### src/rtl/ps2_cmd_sequencer_if.sv
// Host-side command/reply handshake of the PS/2 command sequencer.
// The master drives commands and feeds back received bytes; the slave is the sequencer.
interface ps2_cmd_sequencer_if;
  logic [7:0] cmd_byte;
  logic       cmd_valid;
  logic       cmd_ready;
  logic [7:0] rx_byte;
  logic       rx_valid;
  logic       done;
  logic [1:0] err_code;
  logic       busy;

  modport master (
    output cmd_byte, cmd_valid, rx_byte, rx_valid,
    input  cmd_ready, done, err_code, busy
  );

  modport slave (
    input  cmd_byte, cmd_valid, rx_byte, rx_valid,
    output cmd_ready, done, err_code, busy
  );
endinterface

### src/rtl/ps2_cmd_sequencer.sv
// PS/2 host-to-device command transmitter: inhibit, request, shift a frame on device clock falls, check ACK and reply.
// Optional RESEND_RETRY_EN: resend the same byte on a 0xFE reply up to MAX_RETRY times.
module ps2_cmd_sequencer #(
  parameter int INHIBIT_CYCLES = 5000,
  parameter int EDGE_TIMEOUT   = 1000000,
  parameter int MAX_RETRY      = 3
) (
  input  logic               clk,
  input  logic               reset_L,
  input  logic               ps2_clk_in,
  input  logic               ps2_data_in,
  output logic               ps2_clk_oe,
  output logic               ps2_data_oe,
  ps2_cmd_sequencer_if.slave host
);
  localparam int TMAX = (INHIBIT_CYCLES > EDGE_TIMEOUT) ? INHIBIT_CYCLES : EDGE_TIMEOUT;
  localparam int TW   = $clog2(TMAX + 1);
  localparam logic [TW-1:0] INH_LAST  = TW'(INHIBIT_CYCLES - 1);
  localparam logic [TW-1:0] EDGE_LAST = TW'(EDGE_TIMEOUT - 1);

  localparam logic [1:0] ERR_OK      = 2'd0;
  localparam logic [1:0] ERR_TIMEOUT = 2'd1;
  localparam logic [1:0] ERR_NOACK   = 2'd2;
  localparam logic [1:0] ERR_NAK     = 2'd3;

  typedef enum logic [2:0] {
    S_IDLE, S_INHIBIT, S_REQ, S_SHIFT, S_LACK, S_RESP, S_DONE
  } state_t;

  logic [1:0]    clk_sync_q, data_sync_q;
  logic          clk_prev_q;
  state_t        state_q, state_d;
  logic [TW-1:0] timer_q, timer_d;
  logic [3:0]    bit_cnt_q, bit_cnt_d;
  logic [9:0]    frame_q, frame_d;
  logic          clk_oe_q, clk_oe_d;
  logic          data_oe_q, data_oe_d;
  logic [1:0]    err_q, err_d;
  logic          fall, data_s, edge_expired, is_nak;

`ifdef RESEND_RETRY_EN
  localparam int RW = (MAX_RETRY < 1) ? 1 : $clog2(MAX_RETRY + 1);
  logic [RW-1:0] retry_q, retry_d;
`else
  logic unused_max_retry;
  assign unused_max_retry = (MAX_RETRY != 0);
`endif

  // Idle pads are high, so the synchronisers reset to 1 to avoid a false fall.
  always_ff @(posedge clk or negedge reset_L) begin
    if (!reset_L) begin
      clk_sync_q  <= 2'b11;
      data_sync_q <= 2'b11;
      clk_prev_q  <= 1'b1;
    end else begin
      clk_sync_q  <= {clk_sync_q[0], ps2_clk_in};
      data_sync_q <= {data_sync_q[0], ps2_data_in};
      clk_prev_q  <= clk_sync_q[1];
    end
  end

  assign fall         = clk_prev_q & ~clk_sync_q[1];
  assign data_s       = data_sync_q[1];
  assign edge_expired = (timer_q == EDGE_LAST);
  assign is_nak       = host.rx_valid & ((host.rx_byte == 8'hFE) | (host.rx_byte == 8'hFC));

  always_ff @(posedge clk or negedge reset_L) begin
    if (!reset_L) begin
      state_q   <= S_IDLE;
      timer_q   <= '0;
      bit_cnt_q <= '0;
      frame_q   <= '0;
      clk_oe_q  <= 1'b0;
      data_oe_q <= 1'b0;
      err_q     <= ERR_OK;
`ifdef RESEND_RETRY_EN
      retry_q   <= '0;
`endif
    end else begin
      state_q   <= state_d;
      timer_q   <= timer_d;
      bit_cnt_q <= bit_cnt_d;
      frame_q   <= frame_d;
      clk_oe_q  <= clk_oe_d;
      data_oe_q <= data_oe_d;
      err_q     <= err_d;
`ifdef RESEND_RETRY_EN
      retry_q   <= retry_d;
`endif
    end
  end

  always_comb begin
    state_d   = state_q;
    timer_d   = timer_q;
    bit_cnt_d = bit_cnt_q;
    frame_d   = frame_q;
    clk_oe_d  = clk_oe_q;
    data_oe_d = data_oe_q;
    err_d     = err_q;
`ifdef RESEND_RETRY_EN
    retry_d   = retry_q;
`endif
    case (state_q)
      S_IDLE: begin
        if (host.cmd_valid) begin
          // Frame = {stop, odd parity, data}; shifted out LSB first.
          frame_d   = {1'b1, ~^host.cmd_byte, host.cmd_byte};
          err_d     = ERR_OK;
          timer_d   = '0;
          clk_oe_d  = 1'b1;
          data_oe_d = 1'b0;
`ifdef RESEND_RETRY_EN
          retry_d   = '0;
`endif
          state_d   = S_INHIBIT;
        end
      end
      S_INHIBIT: begin
        if (timer_q == INH_LAST) begin
          clk_oe_d  = 1'b0;
          data_oe_d = 1'b1;
          timer_d   = '0;
          state_d   = S_REQ;
        end else begin
          timer_d = timer_q + 1'b1;
        end
      end
      S_REQ: begin
        bit_cnt_d = '0;
        timer_d   = '0;
        state_d   = S_SHIFT;
      end
      S_SHIFT: begin
        if (fall) begin
          bit_cnt_d = bit_cnt_q + 1'b1;
          data_oe_d = ~frame_q[bit_cnt_q];
          timer_d   = '0;
          if (bit_cnt_q == 4'd9) state_d = S_LACK;
        end else if (edge_expired) begin
          clk_oe_d  = 1'b0;
          data_oe_d = 1'b0;
          err_d     = ERR_TIMEOUT;
          state_d   = S_DONE;
        end else begin
          timer_d = timer_q + 1'b1;
        end
      end
      S_LACK: begin
        if (fall) begin
          timer_d = '0;
          if (!data_s) begin
            state_d = S_RESP;
          end else begin
            err_d   = ERR_NOACK;
            state_d = S_DONE;
          end
        end else if (edge_expired) begin
          err_d   = ERR_TIMEOUT;
          state_d = S_DONE;
        end else begin
          timer_d = timer_q + 1'b1;
        end
      end
      S_RESP: begin
        if (host.rx_valid && host.rx_byte == 8'hFA) begin
          err_d   = ERR_OK;
          state_d = S_DONE;
        end else if (is_nak) begin
`ifdef RESEND_RETRY_EN
          if (host.rx_byte == 8'hFE && retry_q < RW'(MAX_RETRY)) begin
            retry_d  = retry_q + 1'b1;
            timer_d  = '0;
            clk_oe_d = 1'b1;
            state_d  = S_INHIBIT;
          end else begin
            err_d   = ERR_NAK;
            state_d = S_DONE;
          end
`else
          err_d   = ERR_NAK;
          state_d = S_DONE;
`endif
        end else if (edge_expired) begin
          err_d   = ERR_TIMEOUT;
          state_d = S_DONE;
        end else begin
          timer_d = timer_q + 1'b1;
        end
      end
      S_DONE: begin
        clk_oe_d  = 1'b0;
        data_oe_d = 1'b0;
        state_d   = S_IDLE;
      end
      default: begin
        clk_oe_d  = 1'b0;
        data_oe_d = 1'b0;
        state_d   = S_IDLE;
      end
    endcase
  end

  assign ps2_clk_oe     = clk_oe_q;
  assign ps2_data_oe    = data_oe_q;
  assign host.cmd_ready = (state_q == S_IDLE);
  assign host.busy      = (state_q != S_IDLE);
  assign host.done      = (state_q == S_DONE);
  assign host.err_code  = err_q;
endmodule

### src/flat_wrapper.sv
// flat-port wrapper written by rule: the top's interface ports become plain ports
module ps2_cmd_sequencer_flat 
#(
  parameter int INHIBIT_CYCLES = 5000,
  parameter int EDGE_TIMEOUT   = 1000000,
  parameter int MAX_RETRY      = 3
)
  (clk, reset_L, ps2_clk_in, ps2_data_in, ps2_clk_oe, ps2_data_oe, host_cmd_byte, host_cmd_valid, host_rx_byte, host_rx_valid, host_cmd_ready, host_done, host_err_code, host_busy);
  ps2_cmd_sequencer_if host_i ();
  input  logic clk;
  input  logic reset_L;
  input  logic ps2_clk_in;
  input  logic ps2_data_in;
  output logic ps2_clk_oe;
  output logic ps2_data_oe;
  input wire logic [$bits(host_i.cmd_byte)-1:0] host_cmd_byte;
  input wire logic [$bits(host_i.cmd_valid)-1:0] host_cmd_valid;
  input wire logic [$bits(host_i.rx_byte)-1:0] host_rx_byte;
  input wire logic [$bits(host_i.rx_valid)-1:0] host_rx_valid;
  output wire logic [$bits(host_i.cmd_ready)-1:0] host_cmd_ready;
  output wire logic [$bits(host_i.done)-1:0] host_done;
  output wire logic [$bits(host_i.err_code)-1:0] host_err_code;
  output wire logic [$bits(host_i.busy)-1:0] host_busy;
  assign host_i.cmd_byte = host_cmd_byte;
  assign host_i.cmd_valid = host_cmd_valid;
  assign host_i.rx_byte = host_rx_byte;
  assign host_i.rx_valid = host_rx_valid;
  assign host_cmd_ready = host_i.cmd_ready;
  assign host_done = host_i.done;
  assign host_err_code = host_i.err_code;
  assign host_busy = host_i.busy;
  ps2_cmd_sequencer #(.INHIBIT_CYCLES(INHIBIT_CYCLES), .EDGE_TIMEOUT(EDGE_TIMEOUT), .MAX_RETRY(MAX_RETRY)) u_core (.clk(clk), .reset_L(reset_L), .ps2_clk_in(ps2_clk_in), .ps2_data_in(ps2_data_in), .ps2_clk_oe(ps2_clk_oe), .ps2_data_oe(ps2_data_oe), .host(host_i));
endmodule
### config.mk
export PLATFORM = sky130hd
export DESIGN_NAME = ps2_cmd_sequencer_flat
export DESIGN_NICKNAME = d
export VERILOG_FILES = /design/src/rtl/ps2_cmd_sequencer_if.sv /design/src/rtl/ps2_cmd_sequencer.sv /design/src/flat_wrapper.sv
export SDC_FILE = /design/constraint.sdc
export NUM_CORES = 1
export LEC_CHECK = 0
export CAP_MARGIN = 20
export CORE_ASPECT_RATIO = 1.5
export CORE_MARGIN = 2
export CORE_UTILIZATION = 37
export DETAILED_ROUTE_END_ITERATION = 10
export DONT_BUFFER_PORTS = 1
export PLACE_DENSITY = 0.55
export SLEW_MARGIN = 5
export SYNTH_ARGS = -nofsm -noshare
export SYNTH_HDL_FRONTEND = slang
export SYNTH_SLANG_ARGS = --single-unit
### constraint.sdc
create_clock -name clk -period 3.7 [get_ports clk]
set_input_delay 0.74 -clock clk [delete_from_list [all_inputs] [get_ports clk]]
set_output_delay 0.74 -clock clk [all_outputs]
set_load 0.01 [all_outputs]
Yosys cells after proc, flatten, opt, wreduce, memory -nomap -nowiden
Cells that the tools add are included.

Memories: 0. ROM bits: 0. Latch bits: 0. Bits of input ports: 22. Register bits: 46. Word-level logic and storage cells: 95. RAM bits: 0. Output and inout bits: 7.

Bitwise logic cells: 6. Reduce and logical (&&, ||, !) cells: 16. $lt $le $gt $ge: 1. Multiply operators: 0. Divide/modulo/power cells: 0. Add/sub/neg operators: 2. Equality and inequality tests: 22. Multiplexer cells: 38. Shifts and indexed selects: 0.

Operators with widths (number): 20-bit 2-to-1 mux (6); 20-bit one-hot mux with 5 select lines (1); 8-bit == test (second input constant) (3); 3-bit 2-to-1 mux (8); 20-bit by 1-bit adder with 20-bit output (second input constant) (1); 20-bit by 13-bit == test with 1-bit output (second input constant) (1); 20-bit == test (second input constant) (1); 3-bit one-hot mux with 6 select lines (1); 2-bit 2-to-1 mux (8); 4-bit AND reduction (3); 3-bit == test (second input constant) (3); 1-bit 2-to-1 mux (8); 2-bit inequality test (second input constant) (4); 1-bit one-hot mux with 4 select lines (2); 2-bit one-hot mux with 4 select lines (1); 4-bit one-hot mux with 2 select lines (1); 8-bit XNOR reduction (1); 3-bit by 2-bit == test with 1-bit output (second input constant) (2); 2-bit by 1-bit inequality test with 1-bit output (second input constant) (3); 4-bit by 5-bit less-than comparator with 1-bit output (second input constant) (1); 5-bit AND reduction (1); 5-bit nonzero test (1); 4-bit by 1-bit adder with 4-bit output (second input constant) (1); 1-bit binary-select mux with 4-bit select (1); other kinds (18) (22).

Logic depth before layout (Yosys ltp)
Gate-level depths: netlist (run 1).

Depth in word-level cells: 6. Mapped depth: 9.

Worst setup path before layout (run 1)
OpenSTA, ideal clock, no wires.

Kind: in2reg. From: in host_rx_valid. To: reg u_core.timer_q[17]. Stages: 7. Arrival: 2.365 ns. Data required time: 3.574 ns. Buffers on the path: 1. Setup time: 0.126 ns. Setup slack: 1.209 ns. Cell sequence: and4_1 -> or4b_2 -> o21bai_1 -> a21oi_2 -> buf_6 -> o211a_1 -> a221o_1.

Longest elaborated chain between the ends: 3. Elaborated cells on any way between the ends: 5. Those cells by class: 2 x eq/ne; 1 x bitwise; 2 x reduce/logical.

RTL lines: from (decl) (RTL line flat_wrapper.sv:19) `input wire logic [$bits(host_i.rx_valid)-1:0] host_rx_valid;`; 1-bit AND or 1-bit logical AND (tied branches) (RTL line ps2_cmd_sequencer.sv:65, ps2_cmd_sequencer.sv:166); 2-bit inequality test (no line); 4-bit AND reduction (no line) (*); to (signal assigned) (RTL line ps2_cmd_sequencer.sv:81) `timer_q <= timer_d;`; to (decl) (RTL line ps2_cmd_sequencer.sv:33) `logic [TW-1:0] timer_q, timer_d;`.

Every way passes the cells marked *; elsewhere a longest branch is shown, timed or not. A chain may end at the register's enable or synchronous reset.

Worst setup path after layout (run 1)
From: reg u_core.timer_q[7]. To: reg u_core.timer_q[3].

Longest elaborated chain between the ends: 5. Elaborated cells on any way between the ends: 8. Those cells by class: 2 x eq/ne; 6 x mux.

RTL lines: 20-bit == test (RTL line ps2_cmd_sequencer.sv:64) `assign edge_expired = (timer_q == EDGE_LAST);`; 20-bit 2-to-1 mux (3 in series); 20-bit one-hot mux with 5 select lines (*) (RTL line ps2_cmd_sequencer.sv:104) `case (state_q)`.

Every way passes the cells marked *; elsewhere a longest branch is shown, timed or not. The select of a mux whose other input is x is not followed.

==> impl_results.md, run 1 <==
- CTS tree: built
- Drt drc: 0
- Hold slack: 0.107 ns
- Hold Buf Count CTS: 0
- Final HPWL DP: 4.83 mm
- Setup TNS: 0 ns
- P&R area growth vs syn: 5.69%
- Syn Inst Count: 302
- Hold/Removal Path Class: in2async
- Worst path required time: 3.93 ns
- Gr usage total: 17.5%
- Post-synth ARST share: 100%
- Primary flip-flop cell chosen by synthesis mapping: dfrtp_1
- I/O Buffers: 0
- Peak supply drop: 234 uV
- Clock latency on the worst-skew pair: 0.31 ns
- Mapped Nets: 327
- I/O Pins: 29
- Post-synth top area share: 37.0%
- Post-synthesis sequential area ratio: 41.8%
- FMAX: 373 MHz
- Worst slew margin: 39.0%
- Final RePlAce weighted congestion: 0.890
- Synth top area cells: dfrtp_1, o21ai_0, dfstp_2, nand2_1, a21oi_1
- Area of the multi-input gates: 1500 um2
- Metal-1 WL: 2.73 mm
- Die outline area: 8210 um2
- 1st-iter DRT viols: 105
- Critical Path Source: u_core.timer_q[7]
- Number of vias in the routed layout: 2326
- Least-Margin Pin Slew: 0.908 ns
- Largest area contributor in the synthesized netlist: dfrtp_1
- Synthesis Warnings: 0
- Final setup violation count: 0
- Root buffer cell: clkbuf_8
- WL met3: 242 um
- Share of cells above drive strength 1: 14.6%
- Syn_area_per_cell: 9.18 um2
- NumNets Final: 325
- Post-CTS Resized: 0
- Clk sinks: 46
- Via density per instance: 5.80
- Largest net degree at the start of global routing: 47
- DRT Wirelength: 6.67 mm
- H-Tree Depth: 2
- Core area: 7230 um2
- Status: complete, no violations
- Antenna Nets Post-Route: 0
- Critical Path AT: 2.91 ns
- Leak Pwr: 0.00116 uW
- Max Root-Sink Buffers: 2
- Drt pass-1 iters: 4
- Cts bufs inserted: 5
- Worst r2r src: u_core.timer_q[7]
- Initial antenna violation count: 0
- Final Hold Fails: 0
- Top sig layer: met4
- Max-cap violations: 0
- Met2 WL post-DR: 3.50 mm
- FF/Latch Area: 1160 um2
- Chip width: 74.7 um
- Worst-path clk slew: 0.10 ns
- # rows: 38
- R2R cell count: 6
- Clk_skew: 0.0115 ns
- Yosys reg bits: 46
- EDFF count, synth: 0
- RSZ-0062 raised after global routing: no
- Diode count: 0
- Final period util: 72.5%
- Syn Std Cell Area: 2770 um2
- Initial Util: 38.3%
- Critical path fanouts, max: 8
- Power per Cell Area: 690 nW/um2
- Post CTS Setup Buffer Count: 0
- Yosys cell types: 63
- Vias in the first global route: 2218
- Die Y: 110 um
- First-pass GRT wire length: 11.1 mm
- Startpoint Class: flop
- Kind of critical path: reg2reg
- Global route overflow: 0
- Average wire per standard cell: 16.6 um
- Crit end category: flop
- Slew Viols, Final: 0
- # fillers: 744
- Post-route minimum period: 2.68 ns
[final timing paths]
path | to | slack, ns
setup reg to reg | u_core.timer_q[3] | 1.02
setup / recovery | u_core.timer_q[3] | 1.02
min in group clk | u_core.clk_sync_q[1] | 0.36
hold / removal | u_core.timer_q[18] | 0.11
hold reg to reg | u_core.clk_sync_q[1] | 0.36
max in group asynchronous | u_core.clk_prev_q | 3.41
[final cells by class]
type	count	area share (%)
Timing Repair Buffer	4	1.03
Tap cell	100	4.27
Multi-Input combinational cell	236	51.1
Sequential cell	46	39.5
Clock buffer	5	2.35
Clock inverter	3	0.812
Inverter	7	0.897
[metrics by stage]
| step | instances | util (%) | power (uW) | setup slack, ns | cell area [um2] |
|---|---|---|---|---|---|
| floorplan | 302 | - | 1520 | 1.21 | 2770 |
| global placement | 393 | 39.2 | 1700 | 1.08 | 2840 |
| detailed placement | 393 | 39.2 | 1700 | 1.02 | 2840 |
| CTS | 401 | 40.5 | 2040 | 1.03 | 2930 |
| global route | 401 | 40.5 | 2190 | 0.773 | 2930 |
| finish | 401 | 40.5 | 2020 | 1.02 | 2930 |
[placed cells by master, fill, tap and decap left out, types with 3 or more instances in the layout]
| master | n |
|---|---|
| nor4b_1 | 3 |
| nand2_1 | 35 |
| inv_1 | 7 |
| a31oi_1 | 4 |
| clkbuf_8 | 5 |
| nand4_1 | 5 |
| nand3_1 | 15 |
| nor2_1 | 23 |
| nor2b_1 | 4 |
| o21ai_0 | 29 |
| dfrtp_1 | 41 |
| nor3_1 | 8 |
| and2_1 | 3 |
| nand2b_1 | 3 |
| or4_1 | 3 |
| ha_1 | 3 |
| mux2_2 | 10 |
| a21o_2 | 3 |
| dfstp_2 | 5 |
| o22ai_1 | 3 |
| a22o_1 | 4 |
| xnor2_1 | 6 |
| a21oi_1 | 23 |
| buf_4 | 4 |
[layer usage]
metal / track usage (%) / vias up
li1: - / 1114
met1: 20.3 / 1142
met2: 30.7 / 52
met3: 3.27 / 18
met4: 7.91 / 0
met5: 0 / -
[Yosys cell counts, drive strengths merged (3+ instances only)]
library cell,number
a21o,4
a21oi,24
a22o,6
a31oi,4
and2,4
and3,4
buf,4
clkbuf,8
dfrtp,41
dfstp,5
ha,3
inv,7
mux2,10
nand2,35
nand2b,3
nand3,15
nand4,5
nor2,23
nor2b,4
nor3,8
nor4b,3
o21ai,29
o22ai,3
or4,4
xnor2,6
[kinds of logic (layout without fill, tap and decap cells)]
| kind of cell | Yosys count | in the layout | share of synthesized area, % |
|---|---|---|---|
| simple gates | 123 | 123 | 23.2 |
| compound gates | 90 | 90 | 21.2 |
| flops | 46 | 46 | 41.8 |
| buf+inv | 20 | 19 | 4.20 |
| mux | 13 | 13 | 6.05 |
| xor+xnor | 7 | 7 | 2.21 |
| fa+ha+maj | 3 | 3 | 1.35 |
[worst max-delay path, cell delays in order, from the launching register on]
cell	delay, ns
dfrtp_1	0.44
nor4b_1	0.44
nand3_1	0.13
nor3_1	0.76
nor2b_1	0.49
o21ai_0	0.16
a21oi_1	0.18
[sequential cells by signal, indices dropped and copies added, names as in the netlist]
| register | flops |
|---|---|
| u_core.timer_q | 20 |
| u_core.frame_q | 10 |
| u_core.bit_cnt_q | 4 |
| u_core.state_q | 3 |
| u_core.clk_sync_q | 2 |
| u_core.data_sync_q | 2 |
| u_core.host.err_code | 2 |
| u_core.clk_prev_q | 1 |
| u_core.ps2_clk_oe | 1 |
| u_core.ps2_data_oe | 1 |
[power by group]
part | total, uW | switching [uW] | leakage (uW) | internal [uW]
clock | 326 | 190 | 0.0000408 | 135
sequential | 798 | 177 | 0.000581 | 622
combinational | 897 | 498 | 0.000539 | 399
Note: power is estimated with default switching activity, not from simulation.
==> run 2: changes to the inputs <==
clock period = 2.7 ns   (was 3.7 ns; I/O delays follow)
==> impl_results.md, run 2 (same netlist as run 1, synthesis figures left out) <==
- Clock group share of total power: 15.9% (was 16.1%)
- H-Tree Depth: 2 (unchanged)
- Antenna Nets Post-Route: 0 (unchanged)
- Largest regs: u_core.timer_q: 20 flops, u_core.frame_q: 10 flops, u_core.bit_cnt_q: 4 flops (unchanged)
- Post-CTS Resized: 0 (unchanged)
- Worst path required time: 2.90 ns (was 3.93 ns)
- Drt pass-1 iters: 4 (unchanged)
- Gr usage total: 18.6% (was 17.5%)
- Inst Count DP: 403 (was 393)
- Seq pwr share: 37.0% (was 39.5%)
- Commonest cells after routing, fill and taps aside: dfrtp_1, nand2_1, o21ai_0 (unchanged)
- Die Y: 110 um (unchanged)
- Vias in the first global route: 2386 (was 2218)
- NumNets Final: 336 (was 325)
- Core area: 7230 um2 (unchanged)
- Pre-CTS setup slack: 0.177 ns (was 1.02 ns)
- Startpoint Class: flop (unchanged)
- Met2 usage in global routing: 33.8% (was 30.7%)
- Die outline area: 8210 um2 (unchanged)
- Global route overflow: 0 (unchanged)
- P&R area growth vs syn: 9.16% (was 5.69%)
- Root buffer cell: clkbuf_8 (unchanged)
- Switch Pwr: 1220 uW (was 866 uW)
- Final Hold Fails: 0 (unchanged)
- Post-Layout Cell Count: 412 (was 401)
- Post-route minimum period: 2.52 ns (was 2.68 ns)
- Average wire per standard cell: 17.1 um (was 16.6 um)
- Final worst setup slack: 0.179 ns (was 1.02 ns)
- Net Sw Frac: 42.7% (was 42.8%)
- Commonest non-fill, non-tap cell in the layout: dfrtp_1 (unchanged)
- CTS tree: built (unchanged)
- Critical Path AT: 2.72 ns (was 2.91 ns)
- Crit end category: flop (unchanged)
- Int Power: 1630 uW (was 1160 uW)
- Max Root-Sink Buffers: 2 (unchanged)
- # rows: 38 (unchanged)
- Hold Buf Count CTS: 1 (was 0)
- Reg2reg end: u_core.timer_q[7] (was u_core.timer_q[3])
- Chip width: 74.7 um (unchanged)
- First-pass GRT wire length: 11.7 mm (was 11.1 mm)
- Final RePlAce weighted congestion: 0.836 (was 0.890)
- Slew Viols, Final: 0 (unchanged)
- Largest Register: u_core.timer_q (unchanged)
- I/O Buffers: 0 (unchanged)
- Placed cell areas: 2910 um2 (was 2840 um2)
- DRT Wirelength: 7.03 mm (was 6.67 mm)
- Top Usage Layer GRT: met2 (unchanged)
- Power per Cell Area: 942 nW/um2 (was 690 nW/um2)
- Design Area, Final: 3030 um2 (was 2930 um2)
- I/O Pins: 29 (unchanged)
- Kind of critical path: reg2reg (unchanged)
- Final period util: 93.4% (was 72.5%)
- Hold/Removal Path Class: in2async (unchanged)
- Status: complete, no violations (unchanged)
- Number of vias in the routed layout: 2342 (was 2326)
- Worst-path clk slew: 0.09 ns (was 0.10 ns)
- Worst R2R Setup Slack: 0.18 ns (was 1.02 ns)
- Clk_skew: 0.00688 ns (was 0.0115 ns)
- Initial Util: 38.3% (unchanged)
- Cts bufs inserted: 5 (unchanged)
- Comb pwr share: 47.1% (was 44.4%)
- Via density per instance: 5.68 (was 5.80)
- Diode count: 0 (unchanged)
- Least-Margin Pin Slew: 0.640 ns (was 0.908 ns)
- 1st-iter DRT viols: 166 (was 105)
- Critical path fanouts, max: 6 (was 8)
- Post CTS Setup Buffer Count: 0 (unchanged)
- Peak supply drop: 487 uV (was 234 uV)
- Largest net degree at the start of global routing: 42 (was 47)
- Clk sinks: 46 (unchanged)
- Leak Pwr: 0.00122 uW (was 0.00116 uW)
- Worst slew margin: 57.4% (was 39.0%)
- Max reg flops: 20 (unchanged)
- Final HPWL DP: 5.20 mm (was 4.83 mm)
- Final setup violation count: 0 (unchanged)
- Met1 usage: 21.0% (was 20.3%)
- Share of cells above drive strength 1: 17.6% (was 14.6%)
- Setup TNS: 0 ns (unchanged)
- Worst r2r src: u_core.timer_q[19] (was u_core.timer_q[7])
- RSZ-0062 raised after global routing: no (unchanged)
- Grt met3 use: 2.91% (was 3.27%)
- Initial antenna violation count: 0 (unchanged)
- Clock latency on the worst-skew pair: 0.31 ns (about the same)
- R2R cell count: 7 (was 6)
- Max-cap violations: 0 (unchanged)
- FMAX: 397 MHz (was 373 MHz)
- Drt drc: 0 (unchanged)
- # fillers: 758 (was 744)
- Total power draw: 2850 uW (was 2020 uW)
run 2: worst max path at each step:
stage	startpoint	slack [ns]	endpoint	cells past startpoint
after CTS	u_core.timer_q[19]	0.18	u_core.timer_q[9]	6
after global routing	u_core.timer_q[12]	0.02	u_core.timer_q[3]	7
after floorplan	u_core.timer_q[5]	0.25	u_core.ps2_data_oe	6
final	u_core.timer_q[19]	0.18	u_core.timer_q[7]	7
after global placement	host_rx_valid	0.21	u_core.timer_q[9]	6
after detailed placement	host_rx_valid	0.18	u_core.timer_q[18]	6
run 2: per-stage QoR:
stage               hold WS, ns  util, %
detailed placement        0.245     40.3
global route             0.0450     41.9
global placement          0.245     40.3
CTS                      0.0522     41.9
finish                   0.0616     41.9
floorplan                 0.244        -
run 2: per-layer routing:
layer	wire [um]	share of wire [%]
met3	258	3.7
met4	184	2.6
met1	2800	40
met5	0	0
met2	3790	54
run 2: power by group through the flow:
stage	Sequential, uW	Combinational [uW]	Clock (uW)
floorplan	960	1120	0
global placement	1070	1330	0
detailed placement	1070	1340	0
CTS	1060	1350	472
global route	1090	1520	499
finish	1050	1340	454
run 2: layout make-up:
cell class / instances / area [um2] / area share [%]
Clock inverter: 3 / 25.0 / 0.827
Clock buffer: 5 / 68.8 / 2.27
Multi-Input combinational cell: 236 / 1500 / 49.5
Sequential cell: 46 / 1160 / 38.3
Inverter: 7 / 26.3 / 0.868
Timing Repair Buffer: 15 / 125 / 4.14
Tap cell: 100 / 125 / 4.14
run 2: worst max-delay path, cell delays in order (launching register included):
cell and delay, ns:
dfrtp_1 0.43, or4_1 0.51, or4_4 0.56, o211ai_4 0.21, buf_4 0.17, a21oi_1 0.20
a41oi_1 0.27, nor2_1 0.06
